===== src/rtl/mdu_pkg.sv =====
// rtl/mdu_pkg.sv - mdu opcodes, state encoding and op decode helpers; MDU_DIV_EN enables the divider
package mdu_pkg;

  localparam logic [2:0] mdu_mul    = 3'd0;
  localparam logic [2:0] mdu_mulh   = 3'd1;
  localparam logic [2:0] mdu_mulhsu = 3'd2;
  localparam logic [2:0] mdu_mulhu  = 3'd3;
  localparam logic [2:0] mdu_div    = 3'd4;
  localparam logic [2:0] mdu_divu   = 3'd5;
  localparam logic [2:0] mdu_rem    = 3'd6;
  localparam logic [2:0] mdu_remu   = 3'd7;

  typedef enum logic [1:0] {
    IDLE = 2'd0,
    CALC = 2'd1,
    DONE = 2'd2
  } mdu_state_e;

  // Divider is left out unless the build defines MDU_DIV_EN.
`ifdef MDU_DIV_EN
  localparam bit mdu_div_en = 1'b1;
`else
  localparam bit mdu_div_en = 1'b0;
`endif

  function automatic logic is_div_op(input logic [2:0] op);
    return op[2];
  endfunction

  function automatic logic op_src1_signed(input logic [2:0] op);
    return (op == mdu_mul) || (op == mdu_mulh) || (op == mdu_mulhsu) ||
           (op == mdu_div) || (op == mdu_rem);
  endfunction

  function automatic logic op_src2_signed(input logic [2:0] op);
    return (op == mdu_mul) || (op == mdu_mulh) || (op == mdu_div) || (op == mdu_rem);
  endfunction

endpackage


===== src/rtl/mdu_div_step.sv =====
// rtl/mdu_div_step.sv - one combinational restoring-division step
module mdu_div_step #(
  parameter int XLEN = 32
) (
  input  logic [XLEN-1:0] rem_i,
  input  logic            dividend_bit_i,
  input  logic [XLEN-1:0] divisor_i,
  output logic [XLEN-1:0] rem_o,
  output logic            quo_bit_o
);

  logic [XLEN:0]   shifted;
  logic [XLEN-1:0] diff;

  // shift in the next dividend bit and subtract the divisor when it fits
  always_comb begin
    shifted   = {rem_i, dividend_bit_i};
    // when the subtraction is taken the true difference is below the divisor, so XLEN bits suffice
    diff      = shifted[XLEN-1:0] - divisor_i;
    quo_bit_o = (shifted >= {1'b0, divisor_i});
    rem_o     = quo_bit_o ? diff : shifted[XLEN-1:0];
  end

endmodule


===== src/rtl/mdu.sv =====
// rtl/mdu.sv - iterative RV32M multiply/divide unit; divider present only with MDU_DIV_EN
module mdu
  import mdu_pkg::*;
#(
  parameter int XLEN  = 32,
  parameter int CNT_W = $clog2(XLEN)
) (
  input  logic            clk_i,
  input  logic            rst_n_i,
  input  logic            flush_i,
  input  logic            valid_i,
  output logic            ready_o,
  input  logic [2:0]      mdu_op_i,
  input  logic [XLEN-1:0] mdu_src1_i,
  input  logic [XLEN-1:0] mdu_src2_i,
  output logic            valid_o,
  input  logic            ready_i,
  output logic [XLEN-1:0] mdu_result_o
);

  mdu_state_e        state_q;
  logic [2:0]        op_q;
  logic              sign1_q, sign2_q;
  logic [CNT_W-1:0]  cnt_q;
  logic [XLEN-1:0]   acc_hi_q, acc_lo_q, opb_q;
  logic              valid_q;
  logic [XLEN-1:0]   result_q;

  logic              neg1, neg2;
  logic [XLEN-1:0]   mag1, mag2;
  logic              spec_hit;
  logic [XLEN-1:0]   spec_res;
  logic [XLEN:0]     mul_sum;
  logic [XLEN-1:0]   hi_nxt, lo_nxt, res_fin;
  logic [2*XLEN-1:0] prod;

  assign ready_o      = (state_q == IDLE);
  assign valid_o      = valid_q;
  assign mdu_result_o = result_q;

  // operand magnitudes, sign flags and special-case decode for the incoming request
  always_comb begin
    neg1     = op_src1_signed(mdu_op_i) & mdu_src1_i[XLEN-1];
    neg2     = op_src2_signed(mdu_op_i) & mdu_src2_i[XLEN-1];
    mag1     = neg1 ? -mdu_src1_i : mdu_src1_i;
    mag2     = neg2 ? -mdu_src2_i : mdu_src2_i;
    spec_hit = 1'b0;
    spec_res = '0;
`ifdef MDU_DIV_EN
    if (is_div_op(mdu_op_i)) begin
      if (mdu_src2_i == '0) begin
        spec_hit = 1'b1;
        spec_res = mdu_op_i[1] ? mdu_src1_i : '1;
      end else if (op_src1_signed(mdu_op_i) && (mdu_src1_i == {1'b1, {(XLEN-1){1'b0}}}) &&
                   (mdu_src2_i == '1)) begin
        spec_hit = 1'b1;
        spec_res = mdu_op_i[1] ? '0 : mdu_src1_i;
      end
    end
`else
    // without a divider every divide op finishes at once with a zero result
    spec_hit = is_div_op(mdu_op_i);
`endif
  end

`ifdef MDU_DIV_EN
  logic [XLEN-1:0] div_rem;
  logic            div_qbit;

  mdu_div_step #(.XLEN(XLEN)) u_div_step (
    .rem_i          (acc_hi_q),
    .dividend_bit_i (acc_lo_q[XLEN-1]),
    .divisor_i      (opb_q),
    .rem_o          (div_rem),
    .quo_bit_o      (div_qbit)
  );
`endif

  // one iteration of the accumulators and the signed result if it is the last one
  always_comb begin
    // acc_hi:acc_lo is the running product; acc_lo shifts the multiplier out as product bits shift in
    mul_sum = {1'b0, acc_hi_q} + (acc_lo_q[0] ? {1'b0, opb_q} : '0);
    hi_nxt  = mul_sum[XLEN:1];
    lo_nxt  = {mul_sum[0], acc_lo_q[XLEN-1:1]};
    prod    = {hi_nxt, lo_nxt};
    if (sign1_q ^ sign2_q) prod = -prod;
    res_fin = (op_q == mdu_mul) ? prod[XLEN-1:0] : prod[2*XLEN-1:XLEN];
`ifdef MDU_DIV_EN
    // divide reuses acc_hi as partial remainder and acc_lo as dividend/quotient shift register
    if (is_div_op(op_q)) begin
      hi_nxt = div_rem;
      lo_nxt = {acc_lo_q[XLEN-2:0], div_qbit};
      if (op_q[1]) res_fin = sign1_q ? -hi_nxt : hi_nxt;
      else         res_fin = (sign1_q ^ sign2_q) ? -lo_nxt : lo_nxt;
    end
`endif
  end

  // control FSM with registered result and valid; flush overrides everything
  always_ff @(posedge clk_i or negedge rst_n_i) begin
    if (!rst_n_i) begin
      state_q  <= IDLE;
      op_q     <= '0;
      sign1_q  <= 1'b0;
      sign2_q  <= 1'b0;
      cnt_q    <= '0;
      acc_hi_q <= '0;
      acc_lo_q <= '0;
      opb_q    <= '0;
      valid_q  <= 1'b0;
      result_q <= '0;
    end else if (flush_i) begin
      state_q <= IDLE;
      valid_q <= 1'b0;
    end else begin
      case (state_q)
        IDLE: begin
          if (valid_i) begin
            op_q     <= mdu_op_i;
            sign1_q  <= neg1;
            sign2_q  <= neg2;
            cnt_q    <= CNT_W'(XLEN-1);
            acc_hi_q <= '0;
            acc_lo_q <= is_div_op(mdu_op_i) ? mag1 : mag2;
            opb_q    <= is_div_op(mdu_op_i) ? mag2 : mag1;
            if (spec_hit) begin
              result_q <= spec_res;
              valid_q  <= 1'b1;
              state_q  <= DONE;
            end else begin
              state_q  <= CALC;
            end
          end
        end
        CALC: begin
          acc_hi_q <= hi_nxt;
          acc_lo_q <= lo_nxt;
          if (cnt_q == '0) begin
            result_q <= res_fin;
            valid_q  <= 1'b1;
            state_q  <= DONE;
          end else begin
            cnt_q <= cnt_q - CNT_W'(1);
          end
        end
        DONE: begin
          if (ready_i) begin
            valid_q <= 1'b0;
            state_q <= IDLE;
          end
        end
        default: state_q <= IDLE;
      endcase
    end
  end

endmodule


===== config.mk =====
export PLATFORM = sky130hd
export DESIGN_NAME = mdu
export DESIGN_NICKNAME = d
export VERILOG_FILES = /design/src/rtl/mdu_pkg.sv /design/src/rtl/mdu_div_step.sv /design/src/rtl/mdu.sv
export SDC_FILE = /design/constraint.sdc
export NUM_CORES = 1
export LEC_CHECK = 0
export BUFFER_PORTS_ARGS = -buffer_cell sky130_fd_sc_hd__buf_4
export CAP_MARGIN = 20
export CORE_MARGIN = 4
export CORE_UTILIZATION = 60
export CTS_CLUSTER_DIAMETER = 100
export DETAILED_ROUTE_END_ITERATION = 10
export PLACE_DENSITY = 0.8
export SYNTH_ARGS = -nofsm -noshare
export SYNTH_HDL_FRONTEND = slang
export SYNTH_SLANG_ARGS = --single-unit

===== constraint.sdc =====
create_clock -name clk_i -period 5.3 [get_ports clk_i]
set_input_delay 0.265 -clock clk_i [delete_from_list [all_inputs] [get_ports clk_i]]
set_output_delay 0.265 -clock clk_i [all_outputs]
set_load 0.02 [all_outputs]

==> run_results.csv <==
group,metric,value,unit
outcome,outcome,"complete, no violations",
logic_synthesis,synth_top_area_frac,0.308,
logic_synthesis,synth_warnings,0,
detailed_routing,wl_met1,15800,um
sta,slew_headroom,0.319,
die,fp.dieW,146,um
worst_hold_path,hold_class,"in2reg",
setup_path,crit_path_max_incr_delay,670,ps
clocking,htree_levels,4,
detailed_routing,dr_total_vias,11301,
clocking,cts_sinks,141,
grt,grt_pass1_wl,56600,um
logic_synthesis,ys_seq_area_frac,0.308,
grt,antenna_found_initial,0,
detailed_routing,post-route-drc-count,0,
sta,setup_viol,0,
clocking,cts_buffer_depth,2,
clocking,clock_latency,430,ps
sta,period_needed,4800,ps
detailed_routing,wl_met3,2800,um
power_and_ir_drop,power_density,509,nW/um2
sta,rsz0062_at_grt,"false",
layout,postLayoutCoreUtil,0.691,
sta,hold_violations,0,
setup_path,worstRegToRegCells,13,
power_and_ir_drop,total_power,6.60,mW
logic_synthesis,synthArstFlopShare,1.00,
detailed_routing,route.met2.wl,16000,um
sta,max_freq,208,MHz
logic_synthesis,avgSynthCellArea,7.96,um2
die,die_h,146,um
sta,whs,50.4,ps
grt,grt_max_degree,117,
grt,grt.total_usage,0.325,
sta,fin_crit_sh,0.907,
place,placed_cell_area,12400,um2
logic_synthesis,synth_fp_nets,1554,
logic_synthesis,synth_cells,1441,
setup_path,cpMaxStageDelayCell,"nor3_1",
clocking,post_cts_resized,0,
detailed_routing,via_per_inst,6.45,
layout,area_growth,13.2,%
clocking,path_clk_slew,70,ps
logic_synthesis,ys_top_cells_by_area,"dfrtp_1 31%, o21ai_0 8.4%, nand2_1 5.6%",
setup_path,crit_path_start_kind,"register",
detailed_routing,drt_iter0_drc,1008,
sta,setup_tns,0,ps
setup_path,r2r_setup_slack,500,ps
layout,final_cells,1753,
layout,multi_input_area,7530,um2
clocking,cts_tree,"built",
detailed_routing,wl_per_cell,20.2,um
layout,antenna_cells,0,
place,dpl.hpwl,26900,um
power_and_ir_drop,irDropWorstVdd,356,uV
setup_path,setup.worst_path.class,"reg2reg",
setup_path,crit_path_end_kind,"register",
detailed_routing,routed.top_layer,"met4",
setup_path,crit_fanout,17,
setup_path,path_cells,"and2_1 > ha_1 > nand4_1 > nor3_1 > o21ai_1 > a211oi_1 > buf_4 > o21a_1 > o211ai_1 > or4_1 > or4b_4 > a2111oi_0 > nor4_1",
detailed_routing,ant_nets,0,
die,coreArea,18800,um2
logic_synthesis,syn_area,11500,um2
layout,nets,1619,
sta,clock_skew,12.1,ps
layout,drive_gt1_frac,0.130,
logic_synthesis,synth_enable_flop_cells,0,
place,place_congestion,0.976,
setup_path,required,5590,ps
layout,finalInstanceArea,13000,um2
setup_path,arrival,5100,ps
grt,grt_pass1_vias,10497,
logic_synthesis,yosysUniqueCellTypes,77,
grt,overflow,0,
layout,regArea,3530,um2
logic_synthesis,synth.largest_area_cell,"dfrtp_1",
layout,nFillCells,1574,
flow_run,maxCapViolCount,0,
place,port_buffers,105,
die,num_rows,50,
logic_synthesis,synth-main-ff-cell,"dfrtp_1",
place,dpl.cell_count,1720,
sta,worst_slew_pin_slew,1020,ps
clocking,cts_buffers,17,
clocking,root_buffer,"clkbuf_16",
place,dp_slack,701,ps
logic_synthesis,synth_top_cells_by_count,"193 x o21ai_0, 172 x nand2_1, 141 x dfrtp_1, 124 x a21oi_1, 106 x nor2_1",
detailed_routing,drt_pass1_iterations,6,
logic_synthesis,ys_seq_elements,141,
die,dieArea,21400,um2
detailed_routing,routed_wl,35400,um
power_and_ir_drop,p_leak,5.74,nW
sta,setup_slack,495,ps
die,initial_core_util,0.611,
logic_synthesis,yosysMostFrequentCell,"o21ai_0",
worst_hold_path,holdPathStages,2,
sta,finalMaxSlewViolations,0,
die,pin_count,106,
## flip-flops by register name (all words and copies together) (netlist names)
name / flops
op_q: 3
mdu_result_o: 32
sign1_q: 1
sign2_q: 1
valid_o: 1
state_q: 2
acc_lo_q: 32
cnt_q: 5
acc_hi_q: 32
opb_q: 32
## critical path, delay by kind of cell, from the launching register on
kind,cells,cell delay (ps)
AND/OR/NAND/NOR,6,2180
adder cells (fa/ha/maj),1,480
flip-flops,1,540
buffers and inverters,1,200
AO/OA/AOI/OAI,5,1260
## cells in the final DEF (no fill, tap or decap), types with 9 or more instances in the layout
| master | n |
|---|---|
| clkbuf_16 | 17 |
| ha_1 | 40 |
| nor4_1 | 21 |
| xor2_1 | 68 |
| or4_1 | 11 |
| o41ai_1 | 12 |
| o21ai_0 | 193 |
| or3_1 | 22 |
| o211ai_1 | 10 |
| a21o_1 | 18 |
| buf_4 | 126 |
| o221ai_1 | 10 |
| a21oi_1 | 124 |
| o31ai_1 | 15 |
| a211oi_1 | 10 |
| a22oi_1 | 30 |
| and2_1 | 43 |
| nand2_1 | 172 |
| xnor2_1 | 64 |
| nor3b_1 | 10 |
| or2_2 | 10 |
| mux2i_1 | 13 |
| nor3_1 | 26 |
| a31oi_1 | 9 |
| a22o_1 | 21 |
| dfrtp_1 | 141 |
| nand3_1 | 23 |
| inv_1 | 25 |
| nor2_1 | 106 |
## timing repair
action                                 in CTS  in global routing
buffers inserted                            0                  0
hold buffers                                1                  0
endpoints found under the hold margin      93                  0
## per-layer routing
| metal | track usage | up-vias |
|---|---|---|
| li1 | - | 5373 |
| met1 | 0.474 | 5367 |
| met2 | 0.511 | 513 |
| met3 | 0.0512 | 48 |
| met4 | 0.0790 | 0 |
| met5 | 0 | - |
## cells by family after synthesis
kind of cell,Yosys count,synth area share
adders and majority gates,41,0.0454
xor gates and xnor gates,134,0.102
buffers and inverters,107,0.0379
DFF,141,0.308
muxes,17,0.0153
and+or+nand+nor,504,0.223
AOI/OAI and AO/OA,497,0.269
## power breakdown
group          switching (mW)  internal, mW
sequential              0.415          1.44
combinational            2.23          1.35
clock                   0.535         0.629
## final cells by class
cell class	count	share of cell area
clock buffer	18	0.0339
clock inverter	14	0.00955
inverter	25	0.00723
multi-input combinational	1193	0.580
sequential	141	0.272
tap	234	0.0226
timing repair buffer	128	0.0746
## final timing paths
kind | endpoint | start
setup / recovery | mdu_result_o[30] | acc_lo_q[0]
hold / removal | state_q[1] | flush_i
setup reg to reg | mdu_result_o[30] | acc_lo_q[0]
hold reg to reg | mdu_result_o[16] | mdu_result_o[16]
max in group asynchronous | cnt_q[4] | rst_n_i
min in group asynchronous | acc_hi_q[10] | rst_n_i
(Power assumes the default switching activity.)
